<file path="src/rtl/mips_shift_pkg.sv">
// Shared encodings and defaults for the multi-cycle MIPS shift unit.
package mips_shift_pkg;

    localparam int WIDTH_DEF = 32;
    localparam int SHW_DEF   = 5;

    localparam logic [1:0] OP_SLL = 2'b00;
    localparam logic [1:0] OP_SRL = 2'b01;
    localparam logic [1:0] OP_SRA = 2'b11;

    typedef enum logic [1:0] {
        S_IDLE  = 2'b00,
        S_SHIFT = 2'b01,
        S_DONE  = 2'b10
    } state_t;

endpackage

</file>
<file path="src/rtl/seq_var_shifter_shift_step.sv">
// One-bit shift of a data word; the reserved op code falls through to sll.
module shift_step
    import mips_shift_pkg::*;
#(
    parameter int WIDTH = WIDTH_DEF
) (
    input  logic [1:0]       op,
    input  logic [WIDTH-1:0] din,
    output logic [WIDTH-1:0] dout
);

    always_comb begin
        dout = {din[WIDTH-2:0], 1'b0};
        unique case (op)
            OP_SRL:  dout = {1'b0, din[WIDTH-1:1]};
            OP_SRA:  dout = {din[WIDTH-1], din[WIDTH-1:1]};
            default: dout = {din[WIDTH-2:0], 1'b0};
        endcase
    end

endmodule

</file>
<file path="src/rtl/seq_var_shifter.sv">
// Bit-serial sll/srl/sra unit: one position per clock, start/done handshake.
module seq_var_shifter
    import mips_shift_pkg::*;
#(
    parameter int WIDTH = WIDTH_DEF,
    parameter int SHW   = SHW_DEF
) (
    input  logic             clk,
    input  logic             reset,
    input  logic             start,
    input  logic [1:0]       op,
    input  logic             use_var,
    input  logic [SHW-1:0]   shamt_imm,
    input  logic [WIDTH-1:0] shamt_reg,
    input  logic [WIDTH-1:0] data_in,
    output logic             busy,
    output logic             done,
    output logic [WIDTH-1:0] result
);

    localparam logic [SHW-1:0] ONE  = 1;
    localparam logic [SHW-1:0] ZERO = '0;

    state_t           state;
    logic [SHW-1:0]   count;
    logic [1:0]       op_q;
    logic [SHW-1:0]   n;
    logic [WIDTH-1:0] stepped;

    // rs bits above the shift-count field never influence the shift
    logic unused_hi;
    assign unused_hi = ^shamt_reg[WIDTH-1:SHW];

    assign n = use_var ? shamt_reg[SHW-1:0] : shamt_imm;

    shift_step #(.WIDTH(WIDTH)) u_step (
        .op   (op_q),
        .din  (result),
        .dout (stepped)
    );

    always_ff @(posedge clk or posedge reset) begin
        if (reset) begin
            state  <= S_IDLE;
            count  <= ZERO;
            op_q   <= OP_SLL;
            result <= '0;
        end else begin
            unique case (state)
                S_IDLE, S_DONE: begin
                    if (start) begin
                        op_q   <= op;
                        result <= data_in;
                        count  <= n;
                        state  <= (n != ZERO) ? S_SHIFT : S_DONE;
                    end else begin
                        state  <= S_IDLE;
                    end
                end
                S_SHIFT: begin
                    result <= stepped;
                    count  <= count - ONE;
                    if (count == ONE)
                        state <= S_DONE;
                end
                default: state <= S_IDLE;
            endcase
        end
    end

    assign busy = (state == S_SHIFT);
    assign done = (state == S_DONE);

endmodule

</file>
<file path="config.mk">
export PLATFORM = sky130hd
export DESIGN_NAME = seq_var_shifter
export DESIGN_NICKNAME = d
export VERILOG_FILES = /design/src/rtl/mips_shift_pkg.sv /design/src/rtl/seq_var_shifter_shift_step.sv /design/src/rtl/seq_var_shifter.sv
export SDC_FILE = /design/constraint.sdc
export NUM_CORES = 1
export LEC_CHECK = 0
export ABC_AREA = 1
export CORE_MARGIN = 2
export CORE_UTILIZATION = 28
export DETAILED_ROUTE_END_ITERATION = 7
export SLEW_MARGIN = 20
export SYNTH_ARGS = -nofsm -noshare
export SYNTH_HDL_FRONTEND = slang
export SYNTH_SLANG_ARGS = --single-unit
</file>
<file path="constraint.sdc">
create_clock -name clk -period 1.15 [get_ports clk]
set_input_delay 0.115 -clock clk [delete_from_list [all_inputs] [get_ports clk]]
set_output_delay 0.115 -clock clk [all_outputs]
set_load 0.02 [all_outputs]
</file>
==> metrics.md <==
| Metric | Value |
|---|---|
| Status | `finished, violations left` |
| Failing checks | `negative setup slack` |
| CP Capture Type | `flip-flop` |
| Post-Syn Instances | `324` |
| I/O Pins | `109` |
| Mapped Area | `2606 µm²` |
| CTS tree | `built` |
| CP required | `1.33 ns` |
| Sw power | `5.956 mW` |
| Top post-synthesis cells by area | `dfrtp_1, a22oi_2, nand2_1, o21ai_0, inv_1` |
| First-pass GRT wire length | `12.65 mm` |
| GPL Wtd Cong | `0.7636` |
| All-Layer GR Usage | `15.82%` |
| Placed cell areas | `3606 µm²` |
| Actual transition at the worst max-transition pin | `0.2455 ns` |
| Signal arrival time at the worst endpoint | `1.51 ns` |
| WS Path Type | `reg -> reg` |
| Synthesized area per cell | `8.044 µm²` |
| Via Count | `2,575` |
| Maximum buffer depth of the clock tree | `2` |
| Die height | `100.5 µm` |
| Fin util | `45.10%` |
| # clock sinks | `41` |
| Internal power | `6.782 mW` |
| Sequential area share after synthesis | `39.37%` |
| Max-cap check violation count | `0` |
| Post-synth top cells | `nand2_1, dfrtp_1, inv_1, o21ai_0, a22oi_2` |
| CTS buffer count | `5` |
| Post-layout minimum cycle time | `1.330 ns` |
| Max-slew violations | `0` |
| GRT overflow | `0` |
| Layout cells sized above 1 | `27.76%` |
| Reg2reg path depth | `8` |
| RSZ-0062 raised after global routing | `true` |
| DRC Markers | `0` |
| Root buf cell | `clkbuf_8` |
| Setup Skew | `0.01250 ns` |
| Power per cell area | `3086 nW/µm²` |
| Area growth syn-to-layout | `58.38%` |
| Fill count | `906` |
| # port buffers | `81` |
| Critical path fanouts, max | `6` |
| Number of synthesized flops with an enable pin | `0` |
| Pin count of the biggest net entering global routing | `42` |
| Area leader, netlist | `dfrtp_1` |
| Switch share | `46.76%` |
| Min-delay worst type | `in -> async` |
| Core area | `9153 µm²` |
| Overall power | `12.74 mW` |
| Reg-to-reg slack, setup | `-0.18 ns` |
| Synthesized flop and latch total | `41` |
| Netlist cell types | `20` |
| Synth warnings | `0` |
| Drt wl/cell | `14.15 µm` |
| Nets | `501` |
| H-tree depth | `2` |
| Maximum VDD drop | `0.9160 mV` |
| LEAKAGE | `1.904 nW` |
| Fin. Hold Viols | `0` |
| Final worst slack | `-0.1803 ns` |
| Sequential cell area | `1027 µm²` |
| Yosys top cell area share | `39.37%` |
| Iteration-0 DRC Markers | `73` |
| Combinational share of power | `69.4%` |
| Hold-fix buffers, CTS | `0` |
| Ys flop type | `dfrtp_1` |
| Fmax | `0.7517 GHz` |
| Diode count | `0` |
| CP startpoint kind | `flip-flop` |
| 1st-pass router iterations | `4` |
| Reg2reg start | `state[0]$_DFFE_PP0P_` |
| R2R Path End | `result[31]$_DFFE_PP0P_` |
| Die width | `100.5 µm` |
| Fin crit share | `115.7%` |
| Worst slew margin | `83.53%` |
| Antenna viol nets, final | `0` |
| Final hold slack | `0.1669 ns` |
| Count leader, synth | `nand2_1` |
| FP Rows | `35` |
| CTS clk-pin slew, worst paths | `0.09 ns` |
| Initial Util | `28.48%` |
| Die area | `10,100 µm²` |
| Syn Nets | `401` |
| Post-route cell area | `4128 µm²` |
| Synth async-reset ratio | `100.0%` |
| Drt total wl | `7.582 mm` |
| Initial antenna violation count | `0` |
| Sequential share of power | `21.1%` |
| Dpl hpwl | `5.185 mm` |
| Clock Latency Late Sink | `0.29 ns` |
| Via density | `4.804` |
| Place WS | `-0.2904 ns` |
| Vias in the first global route | `2,619` |
| Area of the multi-input gates | `1426 µm²` |
| Clk network pwr share | `9.5%` |
| Endpoints failing setup | `41` |
==> power groups by stage <==
stage / clock (mW) / combinational [mW] / sequential, mW
detailed placement: 0 / 7.70 / 2.73
global placement: 0 / 7.58 / 2.71
CTS: 1.25 / 8.64 / 2.69
global route: 1.30 / 9.71 / 2.78
finish: 1.21 / 8.84 / 2.69
floorplan: 0 / 4.61 / 3.34
==> layout by cell type, fill, tap and decap left out <==
master	Yosys	final
nand2_8	0	2
clkinv_8	0	1
ha_1	2	2
a22oi_2	30	30
clkbuf_1	0	1
a21oi_2	0	1
dfrtp_1	41	40
inv_12	0	1
nand3_1	27	25
o21ai_4	0	3
inv_8	0	1
nand3_2	6	8
clkdlybuf4s15_1	0	16
o21ai_1	2	20
bufinv_16	0	1
inv_4	1	1
nor2_1	6	4
buf_16	0	3
o21ai_2	0	14
buf_12	0	8
inv_16	0	1
buf_6	6	6
inv_2	4	4
o21ai_0	38	3
clkdlybuf4s50_1	0	47
buf_4	0	14
inv_6	1	1
clkbuf_8	0	6
o221ai_2	0	1
nand2_1	95	89
dlygate4sd2_1	0	15
nand2_4	3	2
nand4_1	2	2
a21oi_1	3	2
inv_1	40	38
nor2_4	0	2
dfrtp_2	0	1
clkbuf_2	0	1
nand2_2	0	5
o211ai_1	3	3
==> worst max path at each step <==
stage	startpoint	endpoint	slack (ns)	cells after the start
final	state[0]$_DFFE_PP0P_	result[31]$_DFFE_PP0P_	-0.18	8
after global routing	state[0]$_DFFE_PP0P_	result[31]$_DFFE_PP0P_	-0.23	8
after CTS	state[0]$_DFFE_PP0P_	done	-0.15	4
after detailed placement	start	result[0]$_DFFE_PP0P_	-0.29	5
after global placement	start	result[0]$_DFFE_PP0P_	-0.28	5
after floorplan	state[0]$_DFFE_PP0P_	result[11]$_DFFE_PP0P_	0.08	5
==> critical path: stages (launching register included) <==
cell,delay [ns]
dfrtp_2,0.44
buf_6,0.13
inv_4,0.06
nand2_8,0.10
nand2_8,0.15
buf_6,0.13
nand2_4,0.06
nor2_4,0.10
a21oi_2,0.03
==> timing repair <==
action	CTS	global route
setup buffers	5	1
pin swaps	8	6
cloned	5	0
setup endpoints to repair	73	59
resized for setup	141	30
==> per-stage QoR <==
stage	setup TNS (ns)	cells
after CTS	-3.863	535
after global routing	-6.603	536
after global placement	-9.997	518
final	-4.556	536
after floorplan	0	324
after detailed placement	-10.39	518
==> cells by family after synthesis <==
group | synth area share, %
AOI/OAI and AO/OA | 23.86
buffers and inverters | 12.00
adders and majority gates | 0.9600
and+or+nand+nor | 23.81
DFF | 39.37
==> layout make-up <==
type                    instances  area share, %
repair inverters                2         0.6062
flip-flops and latches         41          24.89
inverters                      46          5.123
repair buffers                110          28.64
multi-input cells             218          34.56
clock buffers                   7          2.092
well taps                     111          3.365
clock inverters                 1         0.7275
==> registers in the layout, summed over array words and instances (netlist names) <==
name	flops
state	2
result	32
op_q	2
count	5
==> metal layers <==
layer,part of all wire (%),up-vias,GRT usage [%]
met5,0,-,0
li1,-,1268,-
met3,6.8,9,3.606
met4,1.6,0,4.953
met1,41,1201,19.62
met2,50,97,27.31
Power figures use the tool's default switching activity.
==> patch 1, RTL diff (same settings) <==
Make the reset (`reset`) synchronous in one clocked block.
--- a/src/rtl/seq_var_shifter.sv
+++ b/src/rtl/seq_var_shifter.sv
@@ -39,7 +39,7 @@
         .dout (stepped)
     );
 
-    always_ff @(posedge clk or posedge reset) begin
+    always_ff @(posedge clk) begin
         if (reset) begin
             state  <= S_IDLE;
             count  <= ZERO;
Function: differs if reset is asserted again (counterexample within 4 cycles, from zero or initial values and one cycle with reset high); with reset held inactive, the same outputs for 10 cycles.
==> patch 1 against the original RTL <==
The flow still finishes with violations (negative setup slack). Via count increased by 12%. Final area increased by 7.6%. Routed wire length increased by 16%. Sequential cell count unchanged. Synthesized area decreased by 17%. Worst setup slack improved by 52 ps. Critical endpoint is now count[4].
Power is not compared: it rests on default switching activity, and its combinational part moved more than twofold at a synthesized area within 25%.
==> patch 1: results (changes against the original RTL) <==
Status
  • Failing checks: negative setup slack (unchanged)
  • Status: finished with violations (unchanged)

Placed design
  • Dpl cells: 545 (was 518)
  • Placement Setup Slack: -215 ps (was -290 ps)
  • Placed inst area: 3460 um^2 (was 3610 um^2)
  • RePlAce Congestion: 0.823 (was 0.764)
  • Post-DP HPWL: 4850 um (was 5180 um)

Routing
  • Number of DRC markers in iteration 0: 105 (was 73)
  • Final WL: 8760 um (was 7580 um)
  • Vias post-DR: 2,881 (was 2,575)
  • Wire length per cell: 15.2 um (was 14.1 um)

Power and ir drop
  • Peak supply drop: 0.552 mV

Synth
  • Post-Syn Nets: 409 (was 401)
  • Top cells by count, synth: a21oi_1 (99), nand2_1 (87), dfxtp_1 (41), o21ai_0 (39), inv_1 (15) (was nand2_1 (95), dfrtp_1 (41), inv_1 (40), o21ai_0 (38), a22oi_2 (30))
  • Post-synth top flop: dfxtp_1 (was dfrtp_1)
  • Register area share after synthesis: 0.377 (was 0.394)
  • Library cells used by synthesis: 21 (was 20)
  • Synthesis Warnings: 0 (unchanged)
  • Post-Synthesis Cells: 332 (was 324)
  • Ys async rst share: 0 (was 1.00)
  • Top cells by area, synth: dfxtp_1 (38%), a21oi_1 (23%), nand2_1 (15%) (was dfrtp_1 (39%), a22oi_2 (14%), nand2_1 (14%))

Finish
  • Share of cells above drive strength 1: 0.378 (was 0.278)
  • Antenna Cells: 0 (unchanged)
  • Regs by FF count: result (32), count (5) (unchanged)

Setup path
  • CP Max Fanout: 5 (was 6)
  • Delay of the slowest cell on the worst path: 360 ps (was 440 ps)
  • Critical path's slowest cell: dfxtp_2 (was dfrtp_2)
  • Cell family with most CP delay: buffers and inverters (was flip-flops)

Min path
  • Hold Path Class: input pin to register (was input pin to asynchronous set/reset pin)

STA
  • Setup TNS: -3380 ps (was -4560 ps)
  • Final worst slack: -129 ps (was -180 ps)
  • Finish-stage setup viols: 40 (was 41)
  • Worst slew margin relative to its limit: 0.779 (was 0.835)
  • Final Skew: 8.59 ps (was 12.5 ps)

GRT
  • Total GRT Usage: 0.192 (was 0.158)
  • Pin count of the biggest net entering global routing: 28 (was 42)
  • Number of global-route vias before repair: 2,754 (was 2,619)
  • First-pass GRT wire length: 13,100 um (was 12,600 um)

Clock network
  • Max Root-Sink Buffers: 2 (unchanged)
## patch 1: report_power, final
part / internal, W / switching (W) / total [W]
sequential: 0.00160 / 0.000110 / 0.00171
combinational: 0.00131 / 0.00133 / 0.00264
clock: 0.000543 / 0.000522 / 0.00107
## patch 1: path summary, 6_finish.rpt
path | start | to | slack [ps] | depth (start not counted)
worst min register to register | result[31] | result[31] | 510 | 2
worst max-delay path | state[0] | count[4] | -130 | 9
worst max register to register | state[0] | count[4] | -130 | 9
worst min-delay path | op[1] | op_q[1] | 410 | 3
## patch 1: metal layers
layer / vias up / GRT usage / wire length [um]
met1: 1369 / 0.244 / 3810
met5: - / 0 / 0
met4: 0 / 0.0759 / 108
met2: 84 / 0.326 / 4470
met3: 8 / 0.0304 / 372
li1: 1420 / - / -
## patch 1: layout make-up
type | count | area, um^2
tap | 102 | 128
multi-input combinational | 251 | 1600
inverter | 18 | 76.3
clock buffer | 7 | 96.3
clock inverter | 1 | 5.00
fill | 686 | 3160
timing repair buffer | 156 | 1710
sequential | 41 | 826
## patch 1: through the flow
step	hold slack [ps]	util
after floorplan	184	-
after global placement	476	0.455
after detailed placement	490	0.455
after CTS	411	0.544
after global routing	433	0.584
final	407	0.584
## patch 1: what timing repair did
action | 4_1_cts | 5_1_grt
resized for setup | 143 | 73
setup buffers | 7 | 3
pin swaps | 15 | 24
hold endpoints to repair | 0 | 0
setup endpoints to repair | 71 | 50
gates cloned | 10 | 4
## patch 1: cell families after synthesis
group,share of synthesized area
buffers and inverters,0.0840
AOI/OAI and AO/OA,0.338
DFF,0.377
adders and majority gates,0.0115
and+or+nand+nor,0.189
## patch 1: worst min-delay path, cell delays in order
cell	delay, ps
clkdlybuf4s50_1	400
nand2_1	90
a21oi_1	60
==> patch 2, RTL diff (config.mk and constraints unchanged) <==
Made on the original files. Change the package constant `SHW_DEF` from 5 to 6.
--- a/src/rtl/mips_shift_pkg.sv
+++ b/src/rtl/mips_shift_pkg.sv
@@ -2,7 +2,7 @@
 package mips_shift_pkg;
 
     localparam int WIDTH_DEF = 32;
-    localparam int SHW_DEF   = 5;
+    localparam int SHW_DEF   = 6;
 
     localparam logic [1:0] OP_SLL = 2'b00;
     localparam logic [1:0] OP_SRL = 2'b01;
Ports: changed (resized shamt_imm); port bits go from 109 to 110. No check against the original RTL was run, so the function may have changed too.
==> patch 2 against the original RTL <==
Count of clock-buffer cells in the layout down 1. Total power decreased by 4.2%. Critical path depth decreased by 1. Largest power group unchanged. Routed wire length up 9.4%. Final area rose by 3.2%. Clock power decreased by 13%. Synthesized area grew 7.6%. Sequential share of layout area is 0.19 points lower. The run still ends with negative setup slack left. Sequential cell count rose by 1. Worst hold slack lost 100 ps. Worst setup slack better by 15 ps.
==> patch 2: results (changes against the original RTL) <==
Placed design
  • RePlAce Congestion: 0.808 (was 0.764)
  • Post-DP HPWL: 5820 um (was 5180 um)
  • Dpl cells: 554 (was 518)
  • IO Port Bufs: 83 (was 81)
  • Placed inst area: 3910 um^2 (was 3610 um^2)
  • Placement Setup Slack: -270 ps (was -290 ps)

Status
  • Status: finished with violations (unchanged)
  • Failing checks: negative setup slack (unchanged)

GRT
  • Met2 GRT Util: 0.262 (was 0.273)
  • First-pass GRT wire length: 13,700 um (was 12,600 um)
  • Met3 Usage GRT: 0.0332 (was 0.0361)
  • Number of global-route vias before repair: 2,750 (was 2,619)
  • Pin count of the biggest net entering global routing: 34 (was 42)
  • Total GRT Usage: 0.153 (was 0.158)

Routing
  • Number of DRC markers in iteration 0: 88 (was 73)
  • Met3 wire length: 385 um (was 518 um)
  • Routed wl met2: 4040 um (was 3810 um)
  • Met1 wire length: 3750 um (was 3130 um)

Clock network
  • CTS root buffer: clkbuf_8 (unchanged)
  • Max Root-Sink Buffers: 2 (unchanged)

STA
  • Finish-stage setup viols: 39 (was 41)
  • Hold_ws: 65.1 ps (was 167 ps)
  • Setup TNS: -4860 ps (was -4560 ps)
  • Final Skew: 12.4 ps (was 12.5 ps)
  • Final worst slack: -165 ps (was -180 ps)
  • Worst-margin pin slew: 297 ps (was 245 ps)

Setup path
  • Crit path DAT: 1540 ps (was 1510 ps)
  • Critical path's slowest cell: dfrtp_1 (was dfrtp_2)
  • Reg2reg end: result[7] (was result[31])
  • CP Max Fanout: 9 (was 6)
  • Worst r2r path cells: 7 (was 8)

Finish
  • Non-Filler Instances: 573 (was 536)
  • Share of cells above drive strength 1: 0.325 (was 0.278)
  • Nets: 517 (was 501)
  • Regs by FF count: result (32), count (6) (was result (32), count (5))

Synth
  • Register area share after synthesis: 0.375 (was 0.394)
  • Syn_area_per_cell: 8.50 um^2 (was 8.04 um^2)
  • Post-Syn Nets: 408 (was 401)
  • Library cells used by synthesis: 26 (was 20)
  • Top cells by area, synth: dfrtp_1 (37%), a22oi_2 (12%), nand2_1 (11%) (was dfrtp_1 (39%), a22oi_2 (14%), nand2_1 (14%))

Power and ir drop
  • Leakage: 1.91 nW (was 1.90 nW)
  • Peak supply drop: 0.947 mV (was 0.916 mV)
[patch 2: cell types whose count changed after synthesis, moves of 4 or more]
cell | unedited run | this run
nand3_2 | 6 | 0
inv_1 | 40 | 48
o21ai_1 | 2 | 14
o211ai_1 | 3 | 30
o21ai_0 | 38 | 10
nor2_1 | 6 | 10
buf_2 | 13 | 4
nand3_1 | 27 | 9
nand2_1 | 95 | 79
buf_4 | 0 | 5
o21ai_2 | 0 | 19
[patch 2: kinds of logic (layout without fill, tap and decap cells)]
kind of cell	count (synthesis)	after routing	share of synthesized area
buffers and inverters	74	184	0.137
AO/OA/AOI/OAI	109	109	0.329
AND/OR/NAND/NOR	103	103	0.150
adder cells (fa/ha/maj)	2	2	0.00892
flip-flops	42	42	0.375
[patch 2: area by class of cell]
cell class                      instances  area (um^2)
Timing Repair Buffer                  123         1260
Sequential cell                        42         1050
Fill cell                             988         5470
Multi-Input combinational cell        214         1470
Inverter                               53          214
Clock inverter                          2         12.5
Clock buffer                            6         82.6
Tap cell                              133          166
[patch 2: repair_timing]
item / CTS / global route
setup endpoints to repair: 72 / 70
buffers inserted: 1 / 6
gates resized for setup: 84 / 60
gates cloned: 3 / 2
hold endpoints to repair: 0 / 0
pin swaps: 4 / 5
[patch 2: power groups by stage]
stage | Combinational [W] | Clock [W] | Sequential [W]
6_report | 0.00826 | 0.00105 | 0.00288
5_1_grt | 0.00903 | 0.00114 | 0.00296
4_1_cts | 0.00785 | 0.00106 | 0.00285
3_5_place_dp | 0.00773 | 0 | 0.00288
3_3_place_gp | 0.00759 | 0 | 0.00288
2_1_floorplan | 0.00443 | 0 | 0.00349
[patch 2: worst reg2reg max path, cell delays in order (launching register included)]
cell	delay (ps)
dfrtp_1	430
buf_6	140
inv_4	60
nand2_8	110
nand2_8	130
inv_8	50
clkbuf_16	170
a22oi_2	160
